**config.mk**
```make
export PLATFORM = sky130hd
export DESIGN_NAME = datamem_stream_ctrl_flat
export DESIGN_NICKNAME = d
export VERILOG_FILES = /design/src/rtl/datamem_stream_ctrl_if.sv /design/src/rtl/datamem_stream_ctrl.sv /design/src/flat_wrapper.sv
export SDC_FILE = /design/constraint.sdc
export NUM_CORES = 1
export LEC_CHECK = 0
export BUFFER_PORTS_ARGS = -buffer_cell sky130_fd_sc_hd__buf_2
export CAP_MARGIN = 15
export CORE_MARGIN = 5
export CORE_UTILIZATION = 30
export CTS_BUF_LIST = sky130_fd_sc_hd__clkbuf_8
export CTS_CLUSTER_SIZE = 12
export DETAILED_ROUTE_END_ITERATION = 6
export HOLD_SLACK_MARGIN = 0.06
export SLEW_MARGIN = 0
export SYNTH_ARGS = -nofsm -noshare
export SYNTH_HDL_FRONTEND = slang
export SYNTH_SLANG_ARGS = --single-unit
```
**constraint.sdc**
```tcl
create_clock -name clk -period 2.1 [get_ports clk]
set_input_delay 0.315 -clock clk [delete_from_list [all_inputs] [get_ports clk]]
set_output_delay 0.315 -clock clk [all_outputs]
set_load 0.02 [all_outputs]
```
**src/rtl/datamem_stream_ctrl_if.sv**
```systemverilog
// Bundle of command, byte-stream and memory-port signals around the burst controller.
// A transfer on any valid/ready pair happens on a rising edge where both are high; the
// producer holds valid and its payload steady until that edge.
interface datamem_stream_ctrl_if #(
    parameter int ADDR_W = 8,
    parameter int DATA_W = 8
);
    logic              cmd_valid;
    logic              cmd_ready;
    logic              cmd_write;
    logic [ADDR_W-1:0] cmd_addr;
    logic [7:0]        cmd_len;

    logic              wr_valid;
    logic [DATA_W-1:0] wr_data;
    logic              wr_ready;

    logic              rd_valid;
    logic [DATA_W-1:0] rd_data;
    logic              rd_ready;

    logic              busy;
    logic              done;

    logic              mem_en;
    logic [ADDR_W-1:0] mem_waddr;
    logic [DATA_W-1:0] mem_wdata;
    logic [ADDR_W-1:0] mem_raddr;
    logic [DATA_W-1:0] mem_rdata;

    // slave: the burst controller; master: the datapath/memory environment around it
    modport slave (
        input  cmd_valid, cmd_write, cmd_addr, cmd_len,
        input  wr_valid, wr_data, rd_ready, mem_rdata,
        output cmd_ready, wr_ready, rd_valid, rd_data,
        output busy, done, mem_en, mem_waddr, mem_wdata, mem_raddr
    );

    modport master (
        output cmd_valid, cmd_write, cmd_addr, cmd_len,
        output wr_valid, wr_data, rd_ready, mem_rdata,
        input  cmd_ready, wr_ready, rd_valid, rd_data,
        input  busy, done, mem_en, mem_waddr, mem_wdata, mem_raddr
    );
endinterface

```
**src/rtl/datamem_stream_ctrl.sv**
```systemverilog
// Burst master for the 256x8 data memory: moves one byte per cycle between the memory
// ports and the write/read byte streams, under a valid/ready burst command.
module datamem_stream_ctrl #(
    parameter int ADDR_W = 8,
    parameter int DATA_W = 8
) (
    input  logic                   clk,
    input  logic                   rst,
    datamem_stream_ctrl_if.slave   bus,
    output logic [2:0]             dbg_state_o
);
    typedef enum logic [2:0] {
        ST_IDLE  = 3'd0,
        ST_WRITE = 3'd1,
        ST_READ  = 3'd2,
        ST_DRAIN = 3'd3,
        ST_DONE  = 3'd4
    } state_t;

    localparam logic [ADDR_W-1:0] ADDR_ONE = 1;

    state_t            state_q, state_d;
    logic [ADDR_W-1:0] cur_addr_q, cur_addr_d;
    logic [8:0]        remaining_q, remaining_d;
    logic              rd_valid_q, rd_valid_d;
    logic [DATA_W-1:0] rd_data_q, rd_data_d;

    logic              wr_beat;
    logic              rd_load;
    logic              last_beat;

    assign wr_beat   = (state_q == ST_WRITE) && bus.wr_valid;
    // The output register refills whenever it is empty or being drained this cycle.
    assign rd_load   = (state_q == ST_READ) && (!rd_valid_q || bus.rd_ready);
    assign last_beat = (remaining_q == 9'd1);

    always_ff @(posedge clk) begin
        if (rst) begin
            state_q     <= ST_IDLE;
            cur_addr_q  <= '0;
            remaining_q <= '0;
            rd_valid_q  <= 1'b0;
            rd_data_q   <= '0;
        end else begin
            state_q     <= state_d;
            cur_addr_q  <= cur_addr_d;
            remaining_q <= remaining_d;
            rd_valid_q  <= rd_valid_d;
            rd_data_q   <= rd_data_d;
        end
    end

    always_comb begin
        state_d     = state_q;
        cur_addr_d  = cur_addr_q;
        remaining_d = remaining_q;
        rd_valid_d  = rd_valid_q;
        rd_data_d   = rd_data_q;

        case (state_q)
            ST_IDLE: begin
                if (bus.cmd_valid) begin
                    cur_addr_d  = bus.cmd_addr;
                    remaining_d = (bus.cmd_len == 8'd0) ? 9'd256 : {1'b0, bus.cmd_len};
                    state_d     = bus.cmd_write ? ST_WRITE : ST_READ;
                end
            end
            ST_WRITE: begin
                if (wr_beat) begin
                    cur_addr_d  = cur_addr_q + ADDR_ONE;
                    remaining_d = remaining_q - 9'd1;
                    if (last_beat) begin
                        state_d = ST_DONE;
                    end
                end
            end
            ST_READ: begin
                if (rd_load) begin
                    rd_data_d   = bus.mem_rdata;
                    rd_valid_d  = 1'b1;
                    cur_addr_d  = cur_addr_q + ADDR_ONE;
                    remaining_d = remaining_q - 9'd1;
                    if (last_beat) begin
                        state_d = ST_DRAIN;
                    end
                end
            end
            ST_DRAIN: begin
                if (rd_valid_q && bus.rd_ready) begin
                    rd_valid_d = 1'b0;
                    state_d    = ST_DONE;
                end
            end
            ST_DONE: begin
                state_d = ST_IDLE;
            end
            default: begin
                state_d = ST_IDLE;
            end
        endcase
    end

    // Write-side strobes are gated by rst so an abort never lands a byte in memory.
    assign bus.cmd_ready = (state_q == ST_IDLE);
    assign bus.wr_ready  = (state_q == ST_WRITE) && !rst;
    assign bus.mem_en    = wr_beat && !rst;
    assign bus.mem_waddr = cur_addr_q;
    assign bus.mem_wdata = bus.wr_data;
    assign bus.mem_raddr = cur_addr_q;
    assign bus.rd_valid  = rd_valid_q;
    assign bus.rd_data   = rd_data_q;
    assign bus.busy      = (state_q != ST_IDLE);
    assign bus.done      = (state_q == ST_DONE);
    assign dbg_state_o   = state_q;

    a_rd_stable: assert property (@(posedge clk) disable iff (rst)
        (rd_valid_q && !bus.rd_ready) |=> (rd_valid_q && $stable(rd_data_q)));

    a_mem_en_in_write: assert property (@(posedge clk) disable iff (rst)
        bus.mem_en |-> (state_q == ST_WRITE));

    a_done_pulse: assert property (@(posedge clk) disable iff (rst)
        bus.done |=> !bus.done);
endmodule

```
**src/flat_wrapper.sv**
```systemverilog
// flat-port wrapper written by rule: the top's interface ports become plain ports
module datamem_stream_ctrl_flat 
#(
    parameter int ADDR_W = 8,
    parameter int DATA_W = 8
)
  (clk, rst, dbg_state_o, bus_cmd_valid, bus_cmd_write, bus_cmd_addr, bus_cmd_len, bus_wr_valid, bus_wr_data, bus_rd_ready, bus_mem_rdata, bus_cmd_ready, bus_wr_ready, bus_rd_valid, bus_rd_data, bus_busy, bus_done, bus_mem_en, bus_mem_waddr, bus_mem_wdata, bus_mem_raddr);
  datamem_stream_ctrl_if #(.ADDR_W(ADDR_W), .DATA_W(DATA_W)) bus_i ();
  input  logic clk;
  input  logic rst;
  output logic [2:0] dbg_state_o;
  input wire logic [$bits(bus_i.cmd_valid)-1:0] bus_cmd_valid;
  input wire logic [$bits(bus_i.cmd_write)-1:0] bus_cmd_write;
  input wire logic [$bits(bus_i.cmd_addr)-1:0] bus_cmd_addr;
  input wire logic [$bits(bus_i.cmd_len)-1:0] bus_cmd_len;
  input wire logic [$bits(bus_i.wr_valid)-1:0] bus_wr_valid;
  input wire logic [$bits(bus_i.wr_data)-1:0] bus_wr_data;
  input wire logic [$bits(bus_i.rd_ready)-1:0] bus_rd_ready;
  input wire logic [$bits(bus_i.mem_rdata)-1:0] bus_mem_rdata;
  output wire logic [$bits(bus_i.cmd_ready)-1:0] bus_cmd_ready;
  output wire logic [$bits(bus_i.wr_ready)-1:0] bus_wr_ready;
  output wire logic [$bits(bus_i.rd_valid)-1:0] bus_rd_valid;
  output wire logic [$bits(bus_i.rd_data)-1:0] bus_rd_data;
  output wire logic [$bits(bus_i.busy)-1:0] bus_busy;
  output wire logic [$bits(bus_i.done)-1:0] bus_done;
  output wire logic [$bits(bus_i.mem_en)-1:0] bus_mem_en;
  output wire logic [$bits(bus_i.mem_waddr)-1:0] bus_mem_waddr;
  output wire logic [$bits(bus_i.mem_wdata)-1:0] bus_mem_wdata;
  output wire logic [$bits(bus_i.mem_raddr)-1:0] bus_mem_raddr;
  assign bus_i.cmd_valid = bus_cmd_valid;
  assign bus_i.cmd_write = bus_cmd_write;
  assign bus_i.cmd_addr = bus_cmd_addr;
  assign bus_i.cmd_len = bus_cmd_len;
  assign bus_i.wr_valid = bus_wr_valid;
  assign bus_i.wr_data = bus_wr_data;
  assign bus_i.rd_ready = bus_rd_ready;
  assign bus_i.mem_rdata = bus_mem_rdata;
  assign bus_cmd_ready = bus_i.cmd_ready;
  assign bus_wr_ready = bus_i.wr_ready;
  assign bus_rd_valid = bus_i.rd_valid;
  assign bus_rd_data = bus_i.rd_data;
  assign bus_busy = bus_i.busy;
  assign bus_done = bus_i.done;
  assign bus_mem_en = bus_i.mem_en;
  assign bus_mem_waddr = bus_i.mem_waddr;
  assign bus_mem_wdata = bus_i.mem_wdata;
  assign bus_mem_raddr = bus_i.mem_raddr;
  datamem_stream_ctrl #(.ADDR_W(ADDR_W), .DATA_W(DATA_W)) u_core (.clk(clk), .rst(rst), .bus(bus_i), .dbg_state_o(dbg_state_o));
endmodule
```
==> out/metrics.cfg <==
[yosys]
syn_inst = 221
yosys.area_share.simple = 0.203
netlist_area_um2 = 1830
async_reset_ff_frac = 0
synth-seq-cells = 29
avgSynthCellArea_um2 = 8.27
synth.distinct_cells = 42
synth_ff_type = dfxtp_1
synth-compound-area-share = 0.238
yosys_warnings = 0
syn_nets = 262
synthAdderAreaFrac = 0.0205
synthXorXnorAreaFrac = 0.00890
synth_edf_count = 0
synth_top_family_by_area = compound AO/OA/AOI/OAI gates
muxShareOfSynthArea = 0.0712
synth.yosys.seq_area_share = 0.318

[floorplanning]
dieArea_um2 = 7750
initial_core_util = 0.309
pin_count = 79
die_y_um = 88.0
core_region_area_um2 = 5920
die_w_um = 88.0
rows = 28

[setup_path]
slowest_delay_ns = 0.62
critical_path.top_delay_family = simple AND/OR/NAND/NOR gates
worst_path_max_delay_cell = dfxtp_1
critPathCaptureType = flop
required_ns = 2.31
crit_buf_inv = 1
start_kind = flop
cp_max_fo = 21
path_cells = nand3b_1, o31a_1, buf_4, or4b_1, a31oi_1
criticalPathCategory = flop to flop
worstPathArrival_ns = 2.04

[grt]
grt_usage = 0.133
grt_overflow = 0
grt_start_max_net_pins = 27
antenna_found_initial = 0
grt_pass1_wl_um = 8100
grt_pass1_vias = 1719

[sta]
rsz0062_at_grt = no
fin_crit_sh = 0.872
finalSetupViolations = 0
tightest_slew_ns = 0.519
slew_headroom = 0.653
skew_ns = 0.0104
tns_ns = 0
maxSlewViolCount = 0
fin_crit_ns = 1.83
hold_violations = 0
clock.fmax_mhz = 546

[final_layout]
final_cell_mix = buf_2 (62), dfxtp_1 (29), nor2_1 (19)
antennaDiodeCount = 0
final_cell_area_um2 = 2230
layout_commonest_cell = buf_2
area_growth_pct = 22.3
drive_gt1_frac = 0.320
final_net_count = 309

[placed_design]
place_congestion = 0.791
hpwl_um = 3660
portBuffers = 62
place_area_um2 = 2110

[detailed_routing]
drtPass1Iterations = 4
via_per_inst = 5.28
postRouteAntennaNets = 0
drt-total-wl_um = 5110
post_drt_wl_per_cell_um = 14.8
drc = 0
via_count = 1816
drt_iter0_drc = 145

[clocking]
cts_hold_buf = 0
worst_skew_pair.late_latency_ns = 0.28
clockRootBuffer = clkbuf_8
h-tree-depth = 2
cts_tree = built
cts_num_sinks = 29
cts.clk_slew.worst_paths_ns = 0.07
cts_max_path_buffers = 2
numCtsBuffers = 5
postCtsSetupRepairBufs = 0
cts_resized = 0

[pwr]
power_density_nw_per_um2 = 1590
leakage_nw = 0.991
irDropWorstVdd_v = 0.000583

[run]
max_cap_violations = 0

[min_path]
hold_class = input pin to flop

[run_status]
status = finished, final reports clean

==> where the power goes <==
group	total [mW]	switching (mW)	internal, mW
logic	1.99	1.17	0.814
registers	0.960	0.223	0.736
clock network	0.610	0.225	0.386
total	3.56	1.62	1.94
==> registers in the layout, indices dropped and copies added, names as in the netlist <==
register / flops
u_core.dbg_state_o: 3
u_core.bus.rd_data: 8
u_core.bus.rd_valid: 1
u_core.bus.mem_raddr: 8
u_core.remaining_q: 9
==> final timing paths <==
| kind | to | slack (ns) | start | depth (start not counted) |
|---|---|---|---|---|
| setup / recovery | u_core.remaining_q[0] | 0.27 | u_core.dbg_state_o[0] | 5 |
| setup reg to reg | u_core.remaining_q[0] | 0.27 | u_core.dbg_state_o[0] | 5 |
| hold reg to reg | u_core.bus.rd_data[4] | 0.50 | u_core.bus.rd_data[4] | 2 |
| hold / removal | u_core.bus.rd_data[2] | 0.26 | bus_mem_rdata[2] | 3 |
==> metal layers <==
layer	global-route usage	vias up	wire [um]
met2	0.213	63	2480
met4	0.0508	0	61
met3	0.0310	5	450
li1	-	915	-
met1	0.174	833	2110
met5	0	-	0
==> synth_stat cells, types with 2 or more instances <==
| master | n | share of area |
|---|---|---|
| dfxtp_1 | 29 | 0.32 |
| nor2_1 | 19 | 0.039 |
| buf_4 | 16 | 0.066 |
| inv_1 | 14 | 0.029 |
| mux2i_1 | 13 | 0.071 |
| a211oi_1 | 11 | 0.045 |
| clkbuf_1 | 11 | 0.023 |
| o21ai_0 | 11 | 0.030 |
| nor3_1 | 10 | 0.027 |
| o32ai_1 | 8 | 0.038 |
| a21oi_1 | 7 | 0.019 |
| nand2_1 | 6 | 0.012 |
| o31a_1 | 6 | 0.029 |
| nor4_1 | 5 | 0.017 |
| o311ai_0 | 5 | 0.024 |
| a31oi_1 | 4 | 0.014 |
| buf_2 | 4 | 0.011 |
| ha_1 | 3 | 0.021 |
| nand3_1 | 3 | 0.0082 |
| nor4b_1 | 3 | 0.014 |
| or4_1 | 3 | 0.012 |
| a221oi_1 | 2 | 0.0096 |
| a311oi_1 | 2 | 0.0096 |
| buf_6 | 2 | 0.012 |
| nand3b_1 | 2 | 0.0082 |
| nor2b_1 | 2 | 0.0068 |
| nor3b_1 | 2 | 0.0082 |
| or2_2 | 2 | 0.0068 |
| or3_1 | 2 | 0.0068 |
| or4b_1 | 2 | 0.011 |
==> worst reg2reg max path: stages (launching register included) <==
cell	delay, ns
dfxtp_1	0.62
nand3b_1	0.13
o31a_1	0.13
buf_4	0.20
or4b_1	0.52
a31oi_1	0.16
==> kinds of logic after synthesis <==
| kind of cell | after synthesis |
|---|---|
| adder cells (fa/ha/maj) | 3 |
| AO/OA/AOI/OAI | 61 |
| AND/OR/NAND/NOR | 67 |
| flip-flops | 29 |
| XOR/XNOR | 1 |
| buffers and inverters | 47 |
| multiplexers | 13 |
==> cell type report <==
class,count,area (um^2)
well taps,75,93.8
inverters,14,52.6
multi-input cells,145,995
fillers,626,3690
flip-flops and latches,29,581
clock buffers,6,82.6
repair buffers,73,393
clock inverters,2,37.5
==> per-stage QoR <==
stage / util / worst slack, ns / std cells / total power, mW / hold slack (ns)
global placement: 0.357 / 0.281 / 336 / 2.94 / 0.471
global route: 0.377 / 0.0383 / 344 / 3.86 / 0.274
CTS: 0.377 / 0.252 / 344 / 3.59 / 0.257
floorplan: - / 0.0103 / 221 / 2.44 / 0.433
detailed placement: 0.357 / 0.270 / 336 / 2.96 / 0.487
finish: 0.377 / 0.268 / 344 / 3.56 / 0.265
Note: power is estimated with default switching activity, not from simulation.
